==> src/rtl/gpu_pixel_writeback_if.sv <==
// ---------------------------------------------------------------------------
// gpu_pixel_writeback_if
// Handshake bundle for the pixel write-back block.
//   Pixel side : i_valid/o_ready plus pixel coordinates, colour and flags
//   VRAM side  : o_wr_valid/i_wr_ready plus word address, data and half-select
// Modports:
//   slave  - the write-back block (consumes pixels, produces VRAM writes)
//   master - the environment (blend stage + VRAM arbiter)
// ---------------------------------------------------------------------------
interface gpu_pixel_writeback_if #(
    parameter int XW = 10,
    parameter int YW = 9
) ();
    logic                 i_valid;
    logic                 o_ready;
    logic [XW-1:0]        i_x;
    logic [YW-1:0]        i_y;
    logic [7:0]           i_r;
    logic [7:0]           i_g;
    logic [7:0]           i_b;
    logic                 i_stp;
    logic                 i_ditherOn;
    logic                 i_forceMask;
    logic                 o_wr_valid;
    logic                 i_wr_ready;
    logic [YW+XW-2:0]     o_wr_addr;
    logic [31:0]          o_wr_data;
    logic [1:0]           o_wr_sel;

    modport slave (
        input  i_valid, i_x, i_y, i_r, i_g, i_b, i_stp, i_ditherOn, i_forceMask,
        input  i_wr_ready,
        output o_ready, o_wr_valid, o_wr_addr, o_wr_data, o_wr_sel
    );

    modport master (
        output i_valid, i_x, i_y, i_r, i_g, i_b, i_stp, i_ditherOn, i_forceMask,
        output i_wr_ready,
        input  o_ready, o_wr_valid, o_wr_addr, o_wr_data, o_wr_sel
    );
endinterface

==> src/rtl/gpu_pixel_writeback.sv <==
// ---------------------------------------------------------------------------
// gpu_pixel_writeback
// Final stage of the pixel path: optional 4x4 ordered dither, conversion of
// 8:8:8 colour to the 15-bit VRAM format plus mask bit, and pairing of
// horizontally adjacent pixels into 32-bit VRAM word writes.
// Ports:
//   clk     - system clock
//   i_nrst  - asynchronous active-low reset
//   bus     - pixel input and VRAM write handshakes (slave modport)
//   i_flush - one-cycle request to drain a held even pixel
//   o_idle  - no pixel held anywhere in the block
// Pipeline: S1 (converted pixel) -> P (even pixel waiting for its partner)
//           -> OUT (registered VRAM write).
// ---------------------------------------------------------------------------
module gpu_pixel_writeback #(
    parameter int XW = 10,
    parameter int YW = 9
) (
    input  logic                  clk,
    input  logic                  i_nrst,
    gpu_pixel_writeback_if.slave  bus,
    input  logic                  i_flush,
    output logic                  o_idle
);
    localparam int AW = YW + XW - 1;

    // Ordered-dither offset for a screen position (rows indexed by y).
    function automatic logic signed [9:0] dither_offset(input logic [1:0] y, input logic [1:0] x);
        case ({y, x})
            4'h0:    return -10'sd4;
            4'h1:    return  10'sd0;
            4'h2:    return -10'sd3;
            4'h3:    return  10'sd1;
            4'h4:    return  10'sd2;
            4'h5:    return -10'sd2;
            4'h6:    return  10'sd3;
            4'h7:    return -10'sd1;
            4'h8:    return -10'sd3;
            4'h9:    return  10'sd1;
            4'hA:    return -10'sd4;
            4'hB:    return  10'sd0;
            4'hC:    return  10'sd3;
            4'hD:    return -10'sd1;
            4'hE:    return  10'sd2;
            4'hF:    return -10'sd2;
            default: return  10'sd0;
        endcase
    endfunction

    // Add the dither offset, saturate to 0..255 and keep the top five bits.
    function automatic logic [4:0] chan5(input logic [7:0] c, input logic signed [9:0] d);
        logic signed [9:0] sum;
        logic [7:0]        sat;
        sum = $signed({2'b00, c}) + d;
        if (sum < 10'sd0) begin
            sat = 8'h00;
        end else if (sum > 10'sd255) begin
            sat = 8'hFF;
        end else begin
            sat = sum[7:0];
        end
        return sat[7:3];
    endfunction

    logic              s1_valid_r;
    logic              s1_odd_r;
    logic [AW-1:0]     s1_addr_r;
    logic [15:0]       s1_pix_r;
    logic              p_valid_r;
    logic [AW-1:0]     p_addr_r;
    logic [15:0]       p_pix_r;
    logic              out_valid_r;
    logic [AW-1:0]     out_addr_r;
    logic [31:0]       out_data_r;
    logic [1:0]        out_sel_r;
    logic              flush_req_r;

    logic signed [9:0] dith_s;
    logic [15:0]       cap_pix_s;
    logic              out_free_s;
    logic              consume_s;
    logic              accept_s;
    logic              p_load_s;
    logic              p_clear_s;
    logic              out_load_s;
    logic [AW-1:0]     out_addr_s;
    logic [31:0]       out_data_s;
    logic [1:0]        out_sel_s;

    // Conversion of the incoming pixel to the 16-bit VRAM format.
    always_comb begin
        dith_s = 10'sd0;
        if (bus.i_ditherOn) begin
            dith_s = dither_offset(bus.i_y[1:0], bus.i_x[1:0]);
        end else begin
            dith_s = 10'sd0;
        end
        cap_pix_s = {bus.i_stp | bus.i_forceMask,
                     chan5(bus.i_b, dith_s),
                     chan5(bus.i_g, dith_s),
                     chan5(bus.i_r, dith_s)};
    end

    assign out_free_s = !out_valid_r || bus.i_wr_ready;

    // Merge decision: what S1/P contribute to OUT this cycle.
    always_comb begin
        consume_s  = 1'b0;
        p_load_s   = 1'b0;
        p_clear_s  = 1'b0;
        out_load_s = 1'b0;
        out_addr_s = p_addr_r;
        out_data_s = 32'h0000_0000;
        out_sel_s  = 2'b00;
        if (s1_valid_r && out_free_s) begin
            if (!p_valid_r) begin
                if (!s1_odd_r) begin
                    p_load_s  = 1'b1;
                    consume_s = 1'b1;
                end else begin
                    out_load_s = 1'b1;
                    out_addr_s = s1_addr_r;
                    out_data_s = {s1_pix_r, 16'h0000};
                    out_sel_s  = 2'b10;
                    consume_s  = 1'b1;
                end
            end else if (s1_odd_r && (s1_addr_r == p_addr_r)) begin
                out_load_s = 1'b1;
                out_data_s = {s1_pix_r, p_pix_r};
                out_sel_s  = 2'b11;
                p_clear_s  = 1'b1;
                consume_s  = 1'b1;
            end else begin
                // Partner never arrived: emit the even half alone and keep S1
                // for re-evaluation against an empty P next cycle.
                out_load_s = 1'b1;
                out_data_s = {16'h0000, p_pix_r};
                out_sel_s  = 2'b01;
                p_clear_s  = 1'b1;
            end
        end else if (!s1_valid_r && p_valid_r && flush_req_r && out_free_s) begin
            out_load_s = 1'b1;
            out_data_s = {16'h0000, p_pix_r};
            out_sel_s  = 2'b01;
            p_clear_s  = 1'b1;
        end else begin
            consume_s = 1'b0;
        end
    end

    assign bus.o_ready = !flush_req_r && (!s1_valid_r || consume_s);
    assign accept_s    = bus.i_valid && bus.o_ready;

    // S1: holds the converted pixel until the merge logic takes it.
    always_ff @(posedge clk or negedge i_nrst) begin
        if (!i_nrst) begin
            s1_valid_r <= 1'b0;
            s1_odd_r   <= 1'b0;
            s1_addr_r  <= '0;
            s1_pix_r   <= 16'h0000;
        end else if (accept_s) begin
            s1_valid_r <= 1'b1;
            s1_odd_r   <= bus.i_x[0];
            s1_addr_r  <= {bus.i_y, bus.i_x[XW-1:1]};
            s1_pix_r   <= cap_pix_s;
        end else if (consume_s) begin
            s1_valid_r <= 1'b0;
        end else begin
            s1_valid_r <= s1_valid_r;
        end
    end

    // P: even pixel waiting for its odd neighbour.
    always_ff @(posedge clk or negedge i_nrst) begin
        if (!i_nrst) begin
            p_valid_r <= 1'b0;
            p_addr_r  <= '0;
            p_pix_r   <= 16'h0000;
        end else if (p_load_s) begin
            p_valid_r <= 1'b1;
            p_addr_r  <= s1_addr_r;
            p_pix_r   <= s1_pix_r;
        end else if (p_clear_s) begin
            p_valid_r <= 1'b0;
        end else begin
            p_valid_r <= p_valid_r;
        end
    end

    // OUT: registered VRAM write, frozen while the arbiter stalls.
    always_ff @(posedge clk or negedge i_nrst) begin
        if (!i_nrst) begin
            out_valid_r <= 1'b0;
            out_addr_r  <= '0;
            out_data_r  <= 32'h0000_0000;
            out_sel_r   <= 2'b00;
        end else if (out_load_s) begin
            out_valid_r <= 1'b1;
            out_addr_r  <= out_addr_s;
            out_data_r  <= out_data_s;
            out_sel_r   <= out_sel_s;
        end else if (bus.i_wr_ready) begin
            out_valid_r <= 1'b0;
        end else begin
            out_valid_r <= out_valid_r;
        end
    end

    // Sticky flush request; a new request wins over the clear condition so a
    // pixel accepted alongside i_flush is still drained.
    always_ff @(posedge clk or negedge i_nrst) begin
        if (!i_nrst) begin
            flush_req_r <= 1'b0;
        end else if (i_flush) begin
            flush_req_r <= 1'b1;
        end else if (!s1_valid_r && !p_valid_r) begin
            flush_req_r <= 1'b0;
        end else begin
            flush_req_r <= flush_req_r;
        end
    end

    assign bus.o_wr_valid = out_valid_r;
    assign bus.o_wr_addr  = out_addr_r;
    assign bus.o_wr_data  = out_data_r;
    assign bus.o_wr_sel   = out_sel_r;
    assign o_idle         = !s1_valid_r && !p_valid_r && !out_valid_r;

endmodule

==> src/flat_wrapper.sv <==
// flat-port wrapper written by rule: the top's interface ports become plain ports
module gpu_pixel_writeback_flat 
#(
    parameter int XW = 10,
    parameter int YW = 9
)
  (clk, i_nrst, i_flush, o_idle, bus_i_valid, bus_i_x, bus_i_y, bus_i_r, bus_i_g, bus_i_b, bus_i_stp, bus_i_ditherOn, bus_i_forceMask, bus_i_wr_ready, bus_o_ready, bus_o_wr_valid, bus_o_wr_addr, bus_o_wr_data, bus_o_wr_sel);
  gpu_pixel_writeback_if #(.XW(XW), .YW(YW)) bus_i ();
  input  logic clk;
  input  logic i_nrst;
  input  logic i_flush;
  output logic o_idle;
  input wire logic [$bits(bus_i.i_valid)-1:0] bus_i_valid;
  input wire logic [$bits(bus_i.i_x)-1:0] bus_i_x;
  input wire logic [$bits(bus_i.i_y)-1:0] bus_i_y;
  input wire logic [$bits(bus_i.i_r)-1:0] bus_i_r;
  input wire logic [$bits(bus_i.i_g)-1:0] bus_i_g;
  input wire logic [$bits(bus_i.i_b)-1:0] bus_i_b;
  input wire logic [$bits(bus_i.i_stp)-1:0] bus_i_stp;
  input wire logic [$bits(bus_i.i_ditherOn)-1:0] bus_i_ditherOn;
  input wire logic [$bits(bus_i.i_forceMask)-1:0] bus_i_forceMask;
  input wire logic [$bits(bus_i.i_wr_ready)-1:0] bus_i_wr_ready;
  output wire logic [$bits(bus_i.o_ready)-1:0] bus_o_ready;
  output wire logic [$bits(bus_i.o_wr_valid)-1:0] bus_o_wr_valid;
  output wire logic [$bits(bus_i.o_wr_addr)-1:0] bus_o_wr_addr;
  output wire logic [$bits(bus_i.o_wr_data)-1:0] bus_o_wr_data;
  output wire logic [$bits(bus_i.o_wr_sel)-1:0] bus_o_wr_sel;
  assign bus_i.i_valid = bus_i_valid;
  assign bus_i.i_x = bus_i_x;
  assign bus_i.i_y = bus_i_y;
  assign bus_i.i_r = bus_i_r;
  assign bus_i.i_g = bus_i_g;
  assign bus_i.i_b = bus_i_b;
  assign bus_i.i_stp = bus_i_stp;
  assign bus_i.i_ditherOn = bus_i_ditherOn;
  assign bus_i.i_forceMask = bus_i_forceMask;
  assign bus_i.i_wr_ready = bus_i_wr_ready;
  assign bus_o_ready = bus_i.o_ready;
  assign bus_o_wr_valid = bus_i.o_wr_valid;
  assign bus_o_wr_addr = bus_i.o_wr_addr;
  assign bus_o_wr_data = bus_i.o_wr_data;
  assign bus_o_wr_sel = bus_i.o_wr_sel;
  gpu_pixel_writeback #(.XW(XW), .YW(YW)) u_core (.clk(clk), .i_nrst(i_nrst), .bus(bus_i), .i_flush(i_flush), .o_idle(o_idle));
endmodule
==> config.mk <==
export PLATFORM = sky130hd
export DESIGN_NAME = gpu_pixel_writeback_flat
export DESIGN_NICKNAME = d
export VERILOG_FILES = /design/src/rtl/gpu_pixel_writeback_if.sv /design/src/rtl/gpu_pixel_writeback.sv /design/src/flat_wrapper.sv
export SDC_FILE = /design/constraint.sdc
export NUM_CORES = 1
export LEC_CHECK = 0
export BUFFER_PORTS_ARGS = -buffer_cell sky130_fd_sc_hd__buf_2
export CORE_ASPECT_RATIO = 0.8
export CORE_UTILIZATION = 51
export CTS_CLUSTER_SIZE = 8
export DETAILED_ROUTE_END_ITERATION = 10
export HOLD_SLACK_MARGIN = 0.05
export PLACE_DENSITY = 0.84
export SLEW_MARGIN = 20
export SYNTH_ARGS = -nofsm -noshare
export SYNTH_HDL_FRONTEND = slang
export SYNTH_SLANG_ARGS = --single-unit
==> constraint.sdc <==
create_clock -name clk -period 1.72 [get_ports clk]
set_input_delay 0.516 -clock clk [delete_from_list [all_inputs] [get_ports clk]]
set_output_delay 0.516 -clock clk [all_outputs]
set_load 0.01 [all_outputs]
==> out/qor.csv <==
metric;value;unit
yosys_register_bits;125;
core_area;11500;µm²
floorplan.die.width;123;µm
hold_viol;0;
dr.pass1.iters;5;
avgViaCountPerCell;5.65;
post-route-util;0.756;
fin_worst_skew;0.0102;ns
sequentialPowerShare;0.346;
detailed_place.area;7670;µm²
combPwrFrac;0.431;
worstSetupPathType;reg2out;
maxCapViolCount;0;
hold_path.class;in2reg;
worstMarginPinSlew;0.472;ns
p_int;9.84;mW
synthFlopType;dfrtp_1;
period_minus_slack;2.61;ns
n_fill_cell;705;
clk_latency;0.42;ns
finalSetupViolCount;55;
portBuffers;105;
dieHeight;99.1;µm
swShare;0.371;
htree_levels;4;
p_sw;5.79;mW
rsz0062_at_grt;true;
synthTopCellsByArea;dfrtp_1, mux2_1, a22o_1, xnor2_1, mux2i_1;
syn-cell-area;6010;µm²
status;finished with violations;
drv_slew;0;
multi_input_area;3150;µm²
yosys_warnings;0;
async_flop_share;1.00;
crit_arrival;2.10;ns
final_net_count;798;
drt_iter0_drc;344;
endpoint_kind;output port;
io_pins;106;
syn_inst;516;
yosysSeqAreaShare;0.521;
slew_headroom;0.683;
fin_area;8710;µm²
synth_top_cell_area_share;0.521;
cp-start-kind;register;
synth-edff-count;0;
crit_path_max_fanout;2;
numCtsBuffers;17;
leakage;4.31;nW
grt_pass1_vias;5211;
grt_antenna_before_repair;0;
detail-route-antenna-nets;0;
globalRouteTotalUtil;0.284;
ir_drop;1.20;mV
setup_slack;-0.892;ns
diodes;0;
cp.required;1.20;ns
clockBufferDepth;2;
clkPwrFrac;0.223;
rows;35;
drive_above_1_share;0.469;
seq_area;3130;µm²
synth_cell_types;55;
clock-sinks;125;
start_util;0.522;
cts_root_buf;clkbuf_16;
drc;0;
clkTransAtPathRegs;0.06;ns
hpwl;10700;µm
power-per-cell-area;1800;nW/µm²
post_drt_wl_per_cell;18.5;µm
violations;setup timing;
wirelength;16500;µm
yosys.area.top_type;dfrtp_1;
fmax;0.383;GHz
place_congestion;0.861;
p_total;15.6;mW
grt_max_degree;82;
die_area;12200;µm²
syn_to_final_growth;44.9;%
synth_fp_nets;579;
post-route-period-util;1.52;
grt_overflow_total;0;
grt_first_pass_wirelength;26200;µm
via_count;5061;
avgSynthCellArea;11.6;µm²
cts_tree;yes;
-- stage by stage --
stage	setup TNS (ns)	setup WS [ns]	hold slack, ns	instances
2_1_floorplan	-8.57	-0.729	0.220	516
3_3_place_gp	-22.71	-0.935	0.370	844
3_5_place_dp	-25.81	-1.04	0.379	844
4_1_cts	-17.59	-0.833	0.298	887
5_1_grt	-25.25	-0.936	0.299	896
6_report	-23.69	-0.892	0.301	896
-- logic make-up (layout without fill, tap and decap cells) --
logic type	after synthesis	in the layout	synth area share
muxes	72	72	0.131
buffers and inverters	33	265	0.0252
adders and majority gates	12	12	0.0287
and+or+nand+nor	116	116	0.0956
AOI/OAI and AO/OA	123	123	0.148
xor gates and xnor gates	35	35	0.0510
DFF	125	125	0.521
-- repair_timing --
action,in CTS,in global routing
pin swaps,25,29
hold buffers,1,0
endpoints found under the hold margin,10,0
buffers inserted,10,11
setup endpoints to repair,69,55
resized for setup,30,25
-- critical path, cell delays in order, from the launching register on --
cell     delay, ns
dfrtp_1       0.41
xnor2_2       0.22
nand4_1       0.20
nor3_2        0.24
buf_4         0.16
a21oi_2       0.06
o21a_1        0.20
nor2_2        0.08
buf_2         0.13
-- metal layers --
| metal | GRT usage | wire length, µm |
|---|---|---|
| met1 | 0.357 | 6810 |
| met2 | 0.480 | 8470 |
| met3 | 0.0568 | 814 |
| met4 | 0.112 | 440 |
| met5 | 0 | 0 |
-- power groups by stage --
stage | combinational, mW | sequential, mW | clock, mW
global placement | 5.92 | 5.24 | 0
CTS | 6.56 | 5.38 | 3.53
finish | 6.73 | 5.41 | 3.49
global route | 7.24 | 5.54 | 3.66
floorplan | 3.40 | 5.42 | 0
detailed placement | 6.17 | 5.36 | 0
-- synth_stat cells (2+ instances only) --
library cell,count
fa_1,3
o22ai_1,5
mux2i_1,18
a211oi_1,7
nand2_1,24
nor2_1,35
ha_1,9
mux2_2,2
xnor2_1,30
o211ai_1,3
a21o_1,8
mux2_1,52
buf_2,16
a22o_1,32
nor4_1,3
o21ai_1,13
nand2b_1,5
inv_1,3
clkbuf_1,12
o21ai_0,4
nand3_1,11
or3_1,3
nor3_1,14
o31ai_1,4
or4_1,3
a31oi_1,5
dfrtp_1,125
nor2b_1,2
a21oi_1,29
xor2_1,5
nand4_1,7
-- area by class of cell --
cell class              instances  share of cell area
multi-input cells             358               0.362
flip-flops and latches        125               0.359
repair buffers                229               0.187
clock buffers                  17              0.0489
well taps                     148              0.0213
clock inverters                15              0.0201
inverters                       4             0.00172
-- layout by cell type, fill, tap and decap left out, drive strengths merged, types with 3 or more instances in the layout --
cell	instances
buf	228
dfrtp	125
mux2	54
nor2	36
a22o	32
a21oi	30
xnor2	30
nand2	25
mux2i	18
clkbuf	17
o21ai	17
nor3	15
nand3	11
inv	10
ha	9
a21o	8
a211oi	8
clkinv	8
nand4	7
nand2b	6
a31oi	5
xor2	5
o22ai	5
o31ai	4
or4	4
nor4	3
o211ai	3
fa	3
or3	3
-- flip-flops by register name, indices dropped and copies added (netlist names) --
signal	count
u_core.p_addr_r	18
u_core.p_pix_r	16
u_core.flush_req_r	1
u_core.bus.o_wr_sel	2
u_core.s1_odd_r	1
u_core.s1_pix_r	16
u_core.bus.o_wr_data	32
u_core.bus.o_wr_addr	18
u_core.bus.o_wr_valid	1
u_core.s1_valid_r	1
u_core.s1_addr_r	18
u_core.p_valid_r	1
-- worst paths after layout --
path	from	endpoint	slack, ns	depth (start not counted)
worst max register to register	u_core.p_addr_r[6]$_DFFE_PN0P_	u_core.s1_pix_r[3]$_DFFE_PN0P_	-0.57	7
worst min-delay path	i_flush	u_core.flush_req_r$_DFFE_PN0P_	0.30	2
worst max-delay path	u_core.s1_addr_r[9]$_DFFE_PN0P_	bus_o_ready	-0.89	8
worst min register to register	u_core.bus.o_wr_sel[1]$_DFFE_PN0P_	u_core.bus.o_wr_sel[1]$_DFFE_PN0P_	0.49	1
max in group asynchronous	i_nrst	u_core.p_valid_r$_DFFE_PN0P_	0.55	3
min in group asynchronous	i_nrst	u_core.p_addr_r[13]$_DFFE_PN0P_	0.49	2
Note: power is estimated with default switching activity, not from simulation.
